--- src/rtl/conv_pkg.sv ---
// rtl/conv_pkg.sv - shared constants and FSM state type for the conv output packer
package conv_pkg;

    localparam int LEN_IN        = 25;
    localparam int LEN_OUT       = 8;
    localparam int NUM_PER_FMP   = 3721;
    localparam int OUT_SIDE      = 61;
    localparam int WORDS_PER_FMP = 466;

    typedef enum logic [1:0] {
        ST_IDLE  = 2'd0,
        ST_RUN   = 2'd1,
        ST_DRAIN = 2'd2,
        ST_DONE  = 2'd3
    } state_t;

endpackage

--- src/rtl/conv_word_fifo.sv ---
// rtl/conv_word_fifo.sv - first-word-fall-through FIFO of packed 64-bit words plus last flag
//
// Ports:
//   clk, rst            clock, synchronous active-high reset
//   clr                 synchronous flush (pointers back to empty)
//   push, push_data,    write strobe, 64-bit word, last-of-map flag
//   push_last
//   pop                 read strobe (ignored when empty)
//   head_data,          word and flag at the head (valid while !empty)
//   head_last
//   full, empty         occupancy flags
module conv_word_fifo #(
    parameter int DEPTH = 8
) (
    input  logic        clk,
    input  logic        rst,
    input  logic        clr,
    input  logic        push,
    input  logic [63:0] push_data,
    input  logic        push_last,
    input  logic        pop,
    output logic [63:0] head_data,
    output logic        head_last,
    output logic        full,
    output logic        empty
);

    localparam int AW = $clog2(DEPTH);

    logic [64:0]   mem [DEPTH];
    logic [AW-1:0] wr_q;
    logic [AW-1:0] rd_q;
    logic [AW:0]   count_q;
    logic          do_push;
    logic          do_pop;

    assign full    = (count_q == (AW+1)'(DEPTH));
    assign empty   = (count_q == '0);
    assign do_pop  = pop && !empty;
    // A pop in the same cycle frees the slot, so a push into a full FIFO still lands.
    assign do_push = push && (!full || do_pop);

    assign head_data = mem[rd_q][63:0];
    assign head_last = mem[rd_q][64];

    always_ff @(posedge clk) begin
        if (do_push) begin
            mem[wr_q] <= {push_last, push_data};
        end
    end

    always_ff @(posedge clk) begin
        if (rst || clr) begin
            wr_q    <= '0;
            rd_q    <= '0;
            count_q <= '0;
        end else begin
            if (do_push) begin
                wr_q <= wr_q + 1'b1;
            end
            if (do_pop) begin
                rd_q <= rd_q + 1'b1;
            end
            case ({do_push, do_pop})
                2'b10:   count_q <= count_q + 1'b1;
                2'b01:   count_q <= count_q - 1'b1;
                default: count_q <= count_q;
            endcase
        end
    end

endmodule

--- src/rtl/conv_out_packer.sv ---
// rtl/conv_out_packer.sv - requantises conv results to 8 bits and packs eight per 64-bit word
//
// Build option: define PACKER_RELU_EN to clamp negative results to 0 (saturate to [0,127]).
//
// Ports:
//   clk, rst                 clock, synchronous active-high reset
//   in_start_conv            run enable; in_cfg_shift sampled when it rises
//   in_cfg_shift[4:0]        requant right-shift amount
//   in_data0/in_data1        signed LEN_IN-bit results of one beat (in_data0 first)
//   in_writeCtl              beat strobe
//   in_end_conv              conv-finished level
//   out_word/out_valid/      packed output word stream, handshaken with in_ready
//   out_last/in_ready
//   out_done                 every word of the run has left the FIFO
//   out_overflow             sticky: FIFO overflow or map cut short
//   out_map_idx[5:0]         index of the map currently being packed
module conv_out_packer
    import conv_pkg::*;
#(
    parameter int LEN_IN      = conv_pkg::LEN_IN,
    parameter int NUM_PER_FMP = conv_pkg::NUM_PER_FMP,
    parameter int FIFO_DEPTH  = 8
) (
    input  logic                     clk,
    input  logic                     rst,
    input  logic                     in_start_conv,
    input  logic [4:0]               in_cfg_shift,
    input  logic signed [LEN_IN-1:0] in_data0,
    input  logic signed [LEN_IN-1:0] in_data1,
    input  logic                     in_writeCtl,
    input  logic                     in_end_conv,
    output logic [63:0]              out_word,
    output logic                     out_valid,
    input  logic                     in_ready,
    output logic                     out_last,
    output logic                     out_done,
    output logic                     out_overflow,
    output logic [5:0]               out_map_idx
);

    // Beat index that carries the odd, final result of a map.
    localparam int LAST_BEAT = NUM_PER_FMP / 2;
    localparam int BW        = $clog2(LAST_BEAT + 1);

    localparam logic signed [LEN_IN:0] SAT_HI = (LEN_IN+1)'(127);
    localparam logic signed [LEN_IN:0] SAT_LO = (LEN_IN+1)'(-128);

    // Round-half-up, arithmetic shift, saturate. Shifts of LEN_IN or more always
    // yield 0 for any input, and are forced so the rounding constant cannot wrap.
    function automatic logic [LEN_OUT-1:0] requant(input logic signed [LEN_IN-1:0] x,
                                                   input logic [4:0] s);
        logic signed [LEN_IN:0] ext;
        logic        [LEN_IN:0] rnd;
        logic signed [LEN_IN:0] sum;
        logic signed [LEN_IN:0] shifted;
        logic [LEN_OUT-1:0]     res;
        ext = {x[LEN_IN-1], x};
        rnd = '0;
        if (s != 5'd0) begin
            rnd = (LEN_IN+1)'(1) << (s - 5'd1);
        end
        sum     = ext + $signed(rnd);
        shifted = sum >>> s;
        if (int'(s) >= LEN_IN) begin
            shifted = '0;
        end
`ifdef PACKER_RELU_EN
        if (shifted[LEN_IN]) begin
            res = '0;
        end else if (shifted > SAT_HI) begin
            res = 8'h7F;
        end else begin
            res = shifted[LEN_OUT-1:0];
        end
`else
        if (shifted > SAT_HI) begin
            res = 8'h7F;
        end else if (shifted < SAT_LO) begin
            res = 8'h80;
        end else begin
            res = shifted[LEN_OUT-1:0];
        end
`endif
        return res;
    endfunction

    state_t        state_q, state_d;
    logic          start_q;
    logic [4:0]    shift_q;
    logic [BW-1:0] beat_q;
    logic [5:0]    map_q;
    logic          s1_valid_q, s1_last_q;
    logic [7:0]    s1_b0_q, s1_b1_q;
    logic [47:0]   acc_q, acc_d;     // bytes 0..5 of the word being filled
    logic [1:0]    pair_q, pair_d;   // byte pointer / 2
    logic          overflow_q;

    logic          running, abort, beat_fire, last_beat, end_go;
    logic          push, push_last, pop;
    logic [63:0]   push_word;
    logic [63:0]   head_data;
    logic          head_last, fifo_full, fifo_empty;

    assign running   = (state_q == ST_RUN) && in_start_conv;
    assign abort     = (state_q == ST_RUN) && !in_start_conv;
    assign beat_fire = running && in_writeCtl;
    assign last_beat = (beat_q == BW'(LAST_BEAT));
    assign end_go    = running && in_end_conv && !s1_valid_q && !in_writeCtl;
    assign pop       = out_valid && in_ready;

    // Pack stage: the completing byte pair is pushed straight into the FIFO.
    always_comb begin
        push      = 1'b0;
        push_last = 1'b0;
        push_word = '0;
        acc_d     = acc_q;
        pair_d    = pair_q;
        if (s1_valid_q) begin
            if (s1_last_q) begin
                push      = 1'b1;
                push_last = 1'b1;
                push_word = {56'b0, s1_b0_q};
                acc_d     = '0;
                pair_d    = '0;
            end else if (pair_q == 2'd3) begin
                push      = 1'b1;
                push_word = {s1_b1_q, s1_b0_q, acc_q};
                acc_d     = '0;
                pair_d    = '0;
            end else begin
                case (pair_q)
                    2'd0:    acc_d[15:0]  = {s1_b1_q, s1_b0_q};
                    2'd1:    acc_d[31:16] = {s1_b1_q, s1_b0_q};
                    default: acc_d[47:32] = {s1_b1_q, s1_b0_q};
                endcase
                pair_d = pair_q + 2'd1;
            end
        end else if (end_go && pair_q != 2'd0) begin
            // Map cut short: flush whatever bytes are pending as the final word.
            push      = 1'b1;
            push_last = 1'b1;
            push_word = {16'b0, acc_q};
        end
    end

    always_comb begin
        state_d = state_q;
        case (state_q)
            ST_IDLE:  if (in_start_conv) state_d = ST_RUN;
            ST_RUN:   if (!in_start_conv) state_d = ST_IDLE;
                      else if (end_go) state_d = ST_DRAIN;
            ST_DRAIN: if (fifo_empty) state_d = ST_DONE;
            default:  state_d = ST_DONE;
        endcase
    end

    always_ff @(posedge clk) begin
        if (rst) begin
            state_q    <= ST_IDLE;
            start_q    <= 1'b0;
            shift_q    <= '0;
            beat_q     <= '0;
            map_q      <= '0;
            s1_valid_q <= 1'b0;
            s1_last_q  <= 1'b0;
            s1_b0_q    <= '0;
            s1_b1_q    <= '0;
            acc_q      <= '0;
            pair_q     <= '0;
            overflow_q <= 1'b0;
        end else begin
            state_q <= state_d;
            start_q <= in_start_conv;
            if (in_start_conv && !start_q) begin
                shift_q <= in_cfg_shift;
            end
            if (abort) begin
                beat_q     <= '0;
                map_q      <= '0;
                s1_valid_q <= 1'b0;
                acc_q      <= '0;
                pair_q     <= '0;
            end else begin
                s1_valid_q <= beat_fire;
                if (beat_fire) begin
                    s1_b0_q   <= requant(in_data0, shift_q);
                    s1_b1_q   <= requant(in_data1, shift_q);
                    s1_last_q <= last_beat;
                    if (last_beat) begin
                        beat_q <= '0;
                        map_q  <= map_q + 1'b1;
                    end else begin
                        beat_q <= beat_q + 1'b1;
                    end
                end
                acc_q  <= acc_d;
                pair_q <= pair_d;
            end
            if ((push && fifo_full && !pop) || (end_go && beat_q != '0)) begin
                overflow_q <= 1'b1;
            end
        end
    end

    conv_word_fifo #(
        .DEPTH(FIFO_DEPTH)
    ) u_fifo (
        .clk       (clk),
        .rst       (rst),
        .clr       (abort),
        .push      (push),
        .push_data (push_word),
        .push_last (push_last),
        .pop       (pop),
        .head_data (head_data),
        .head_last (head_last),
        .full      (fifo_full),
        .empty     (fifo_empty)
    );

    assign out_valid    = !fifo_empty;
    assign out_word     = out_valid ? head_data : '0;
    assign out_last     = out_valid && head_last;
    assign out_done     = (state_q == ST_DONE);
    assign out_overflow = overflow_q;
    assign out_map_idx  = map_q;

endmodule

--- config.mk ---
export PLATFORM = sky130hd
export DESIGN_NAME = conv_out_packer
export DESIGN_NICKNAME = d
export VERILOG_FILES = /design/src/rtl/conv_pkg.sv /design/src/rtl/conv_word_fifo.sv /design/src/rtl/conv_out_packer.sv
export SDC_FILE = /design/constraint.sdc
export NUM_CORES = 1
export LEC_CHECK = 0
export CAP_MARGIN = 40
export CORE_MARGIN = 1
export CORE_UTILIZATION = 56
export DETAILED_ROUTE_END_ITERATION = 12
export HOLD_SLACK_MARGIN = 0.12
export MAX_ROUTING_LAYER = met4
export PLACE_DENSITY = 0.81
export REMOVE_ABC_BUFFERS = 1
export SETUP_SLACK_MARGIN = 0.4
export SYNTH_ARGS = -nofsm -noshare
export SYNTH_HDL_FRONTEND = slang
export SYNTH_SLANG_ARGS = --single-unit
--- constraint.sdc ---
create_clock -name clk -period 10.7 [get_ports clk]
set_input_delay 2.675 -clock clk [delete_from_list [all_inputs] [get_ports clk]]
set_output_delay 2.675 -clock clk [all_outputs]
set_load 0.005 [all_outputs]
==> impl_results.md <==
* R2R Path Start: shift_q[0]$_SDFFE_PP0P_
* Crit Path Max Fanout at 7
* Clock latency on the worst-skew pair at between 600 and 700 ps
* Die area at about 61,000 um^2
* WL final at ~110,000 um
* Post CTS Setup Buffer Count at 0
* Final estimated routing congestion in global placement at around 0.99
* Worst path required time at 11,260 ps
* CTS tree: yes
* Power after layout at between 5 and 6 mW
* DRT iter0 DRCs at around 3,400
* Status: complete, no violations
* Initial antenna violation count at 2
* Final Hold Viols at 0
* Chip Height at 246 um
* TritonRoute pass-1 iters at 9
* Startpoint Class: primary input
* Pleak at 12.1 nW
* Total CTS buffers at a little under 60
* Peak VDD IR at 151 uV
* Port Buf Inserts at 134
* Reg clk slew, reported paths at 60 ps
* Hold Crit Class: register to register
* F_max at approximately 130 MHz
* Final worst path period share at between 70 and 80%
* Clock root cell: clkbuf_16
* Core area at slightly below 60,000 um^2
* Area growth, synth to finish at 13.2%
* Yosys reg bits at between 600 and 700
* Largest net degree at the start of global routing at 68
* CTS Buffer Depth at 3
* Yosys warns at 0
* Sequential share of the synthesized area at between 50 and 60%
* DR vias/cell at 7.06
* Critical Path Source: in_data0[6]
* Tmin final at 7640 ps
* Share of layout cells above drive strength 1 at about 14%
* FF-to-FF End: s1_b0_q[3]$_SDFFE_PP0P_
* Hold slack at between 400 and 500 ps
* Flop2flop setup slack at approximately 3400 ps
* Syn Area/Cell at 11.9 um^2
* Std cell rows at a little under 90
* Layout Nets at between 3,000 and 4,000
* Clock skew at around 49 ps
* Cell Count, Final, Fillers Out at approximately 3,700
* RSZ-0062 raised after global routing: no
* Dominant synthesized flop cell: edfxtp_1
* Final WS setup at between 3000 and 4000 ps
* Post-cts resize count at 0
* DR vias at between 20,000 and 30,000
* CP arrival at around 8200 ps
* Worst slew margin at 35.4%
* Detailed-placement wirelength estimate at around 74,000 um
* Clk sinks at approximately 630
* Post-Syn Instances at between 2,000 and 3,000
* Max-cap violations at 0
* Crit. End Element: register
* CTS Hold Bufs at 0
* Initial core utilization at 56.7%
* Worst setup endpoint: s1_b0_q[3]$_SDFFE_PP0P_
* Wirelength per Cell at roughly 30 um
* Remaining Overflow, GRT at 0
* Dpl cells at about 3,600
* Vias in the first global route at ~25,000
* Synth unique cells at 110
* Reg2reg path depth at 19
* Actual slew at the worst max-slew pin at between 900 and 1000 ps
* Setup Crit Path Kind: primary input to register
* Tot GR Track Use at about 37%
* Setup tns final at 0 ps
* First-pass GRT wire length at ~160,000 um
* Final setup violating endpoints at 0
* I/O pins at 135
* Die width at roughly 250 um
* Pre-CTS setup slack at ~2500 ps
* Power Dens Cells at around 140 nW/um^2
* EDFF count, synth at 520
* Final slew viol count at 0
* Async S/R FF share, synth at 0%
* Netlist Area Pre-Place at around 33,000 um^2
* DRC Markers at 0
* H-tree levels at 2
* Routed Antenna Nets at 0
-- per-stage QoR --
stage	cell area, um^2	util [%]
global placement	35500	60.1
finish	37900	64.1
detailed placement	35900	60.8
floorplan	32700	-
CTS	37800	64.1
global route	37900	64.1
-- worst max-delay path: stages --
cell	delay, ps
clkdlybuf4s50_1	470
ha_1	400
inv_1	80
or4_4	560
a22o_1	280
o21ai_0	390
o21ai_0	240
o311ai_0	730
a31oi_1	260
mux2i_1	360
o22ai_1	120
a31oi_1	290
or4b_4	520
o41ai_4	490
a31oi_1	180
nor3_2	130
-- report_power, final --
group / total (mW) / switching, mW / internal [mW]
sequential: 2.63 / 0.0193 / 2.61
combinational: 0.525 / 0.344 / 0.181
clock: 2.16 / 0.942 / 1.21
-- placed cells by master (no fill, tap or decap), types with 15 or more instances in the layout --
master / instances
a211oi_1: 33
a21o_1: 31
a21oi_1: 135
a22oi_1: 26
a31oi_1: 29
and2_1: 77
and3_1: 28
buf_4: 64
clkbuf_16: 58
clkdlybuf4s50_1: 133
dfxtp_1: 99
edfxtp_1: 520
ha_1: 38
inv_1: 32
mux2i_1: 110
mux4_2: 136
nand2_1: 196
nand3_1: 92
nand4_1: 22
nor2_1: 294
nor2b_1: 21
nor3_1: 55
nor4_1: 15
o2111ai_1: 15
o211ai_1: 42
o21ai_0: 89
o221ai_1: 20
o22ai_1: 27
o31ai_1: 19
or2_2: 17
or3_1: 20
xnor2_1: 34
xor2_1: 32
-- flip-flops by register name (all words and copies together), names as in the netlist, named ones only --
| register | cells |
|---|---|
| acc_q | 48 |
| beat_q | 11 |
| out_map_idx | 6 |
| out_overflow | 1 |
| pair_q | 2 |
| s1_b0_q | 8 |
| s1_b1_q | 8 |
| s1_last_q | 1 |
| s1_valid_q | 1 |
| shift_q | 5 |
| start_q | 1 |
| state_q | 2 |
| u_fifo.count_q | 4 |
| u_fifo.mem | 520 |
| u_fifo.rd_q | 3 |
| u_fifo.wr_q | 3 |
-- layer usage --
layer  vias up  global-route usage, %  routed length [um]  share of wire [%]
met3       376                   5.13                9820                8.8
met5         -                      -                   0                  0
met4         0                   17.7                5960                5.3
met2      1757                   60.5               54200                 49
met1     13000                   46.4               41600                 37
li1      11200                      -                   -                  -
-- kinds of logic after synthesis --
family	after synthesis	synth area share, %
flops	627	53.1
mux	257	12.8
simple gates	941	14.1
xor+xnor	68	1.86
buf+inv	230	2.72
fa+ha+maj	47	1.78
compound gates	648	13.6
-- final cells by class --
cell class / count / area [um^2]
fillers: 4191 / 21200
flip-flops and latches: 627 / 17800
multi-input cells: 1961 / 14800
repair buffers: 216 / 2140
clock buffers: 75 / 1570
well taps: 773 / 967
clock inverters: 34 / 428
inverters: 36 / 135
diodes: 2 / 5.00
-- how the worst min path moves through the flow --
stage,start,end,slack [ps],depth (start not counted)
after global routing,acc_q[2]$_SDFFE_PP0P_,acc_q[2]$_SDFFE_PP0P_,490,2
after CTS,acc_q[2]$_SDFFE_PP0P_,acc_q[2]$_SDFFE_PP0P_,470,2
after floorplan,acc_q[10]$_SDFFE_PP0P_,acc_q[10]$_SDFFE_PP0P_,430,2
after detailed placement,acc_q[10]$_SDFFE_PP0P_,acc_q[10]$_SDFFE_PP0P_,450,2
after global placement,acc_q[30]$_SDFFE_PP0P_,acc_q[30]$_SDFFE_PP0P_,440,2
final,acc_q[2]$_SDFFE_PP0P_,acc_q[2]$_SDFFE_PP0P_,460,2
-- cells in the mapped netlist, types with 22 or more instances --
master      n  area [um^2]
edfxtp_1  520        15600
nand3_1    92          460
a31oi_1    29          181
nand2_1   196          736
ha_1       38          475
mux2i_1   110         1100
o22ai_1    27          169
and3_1     28          175
clkbuf_1  141          529
mux4_2    136         3060
a21o_1     32          240
xnor2_1    34          298
a21oi_1   135          676
o211ai_1   42          315
inv_1      33          124
and2_1     77          482
nor2_1    296         1110
xor2_1     32          280
nor3_1     58          290
nand4_1    22          138
dfxtp_1   107         2140
buf_1      37          139
a211oi_1   33          248
a22oi_1    26          195
o21ai_0    89          445
Note: power is estimated with default switching activity, not from simulation.
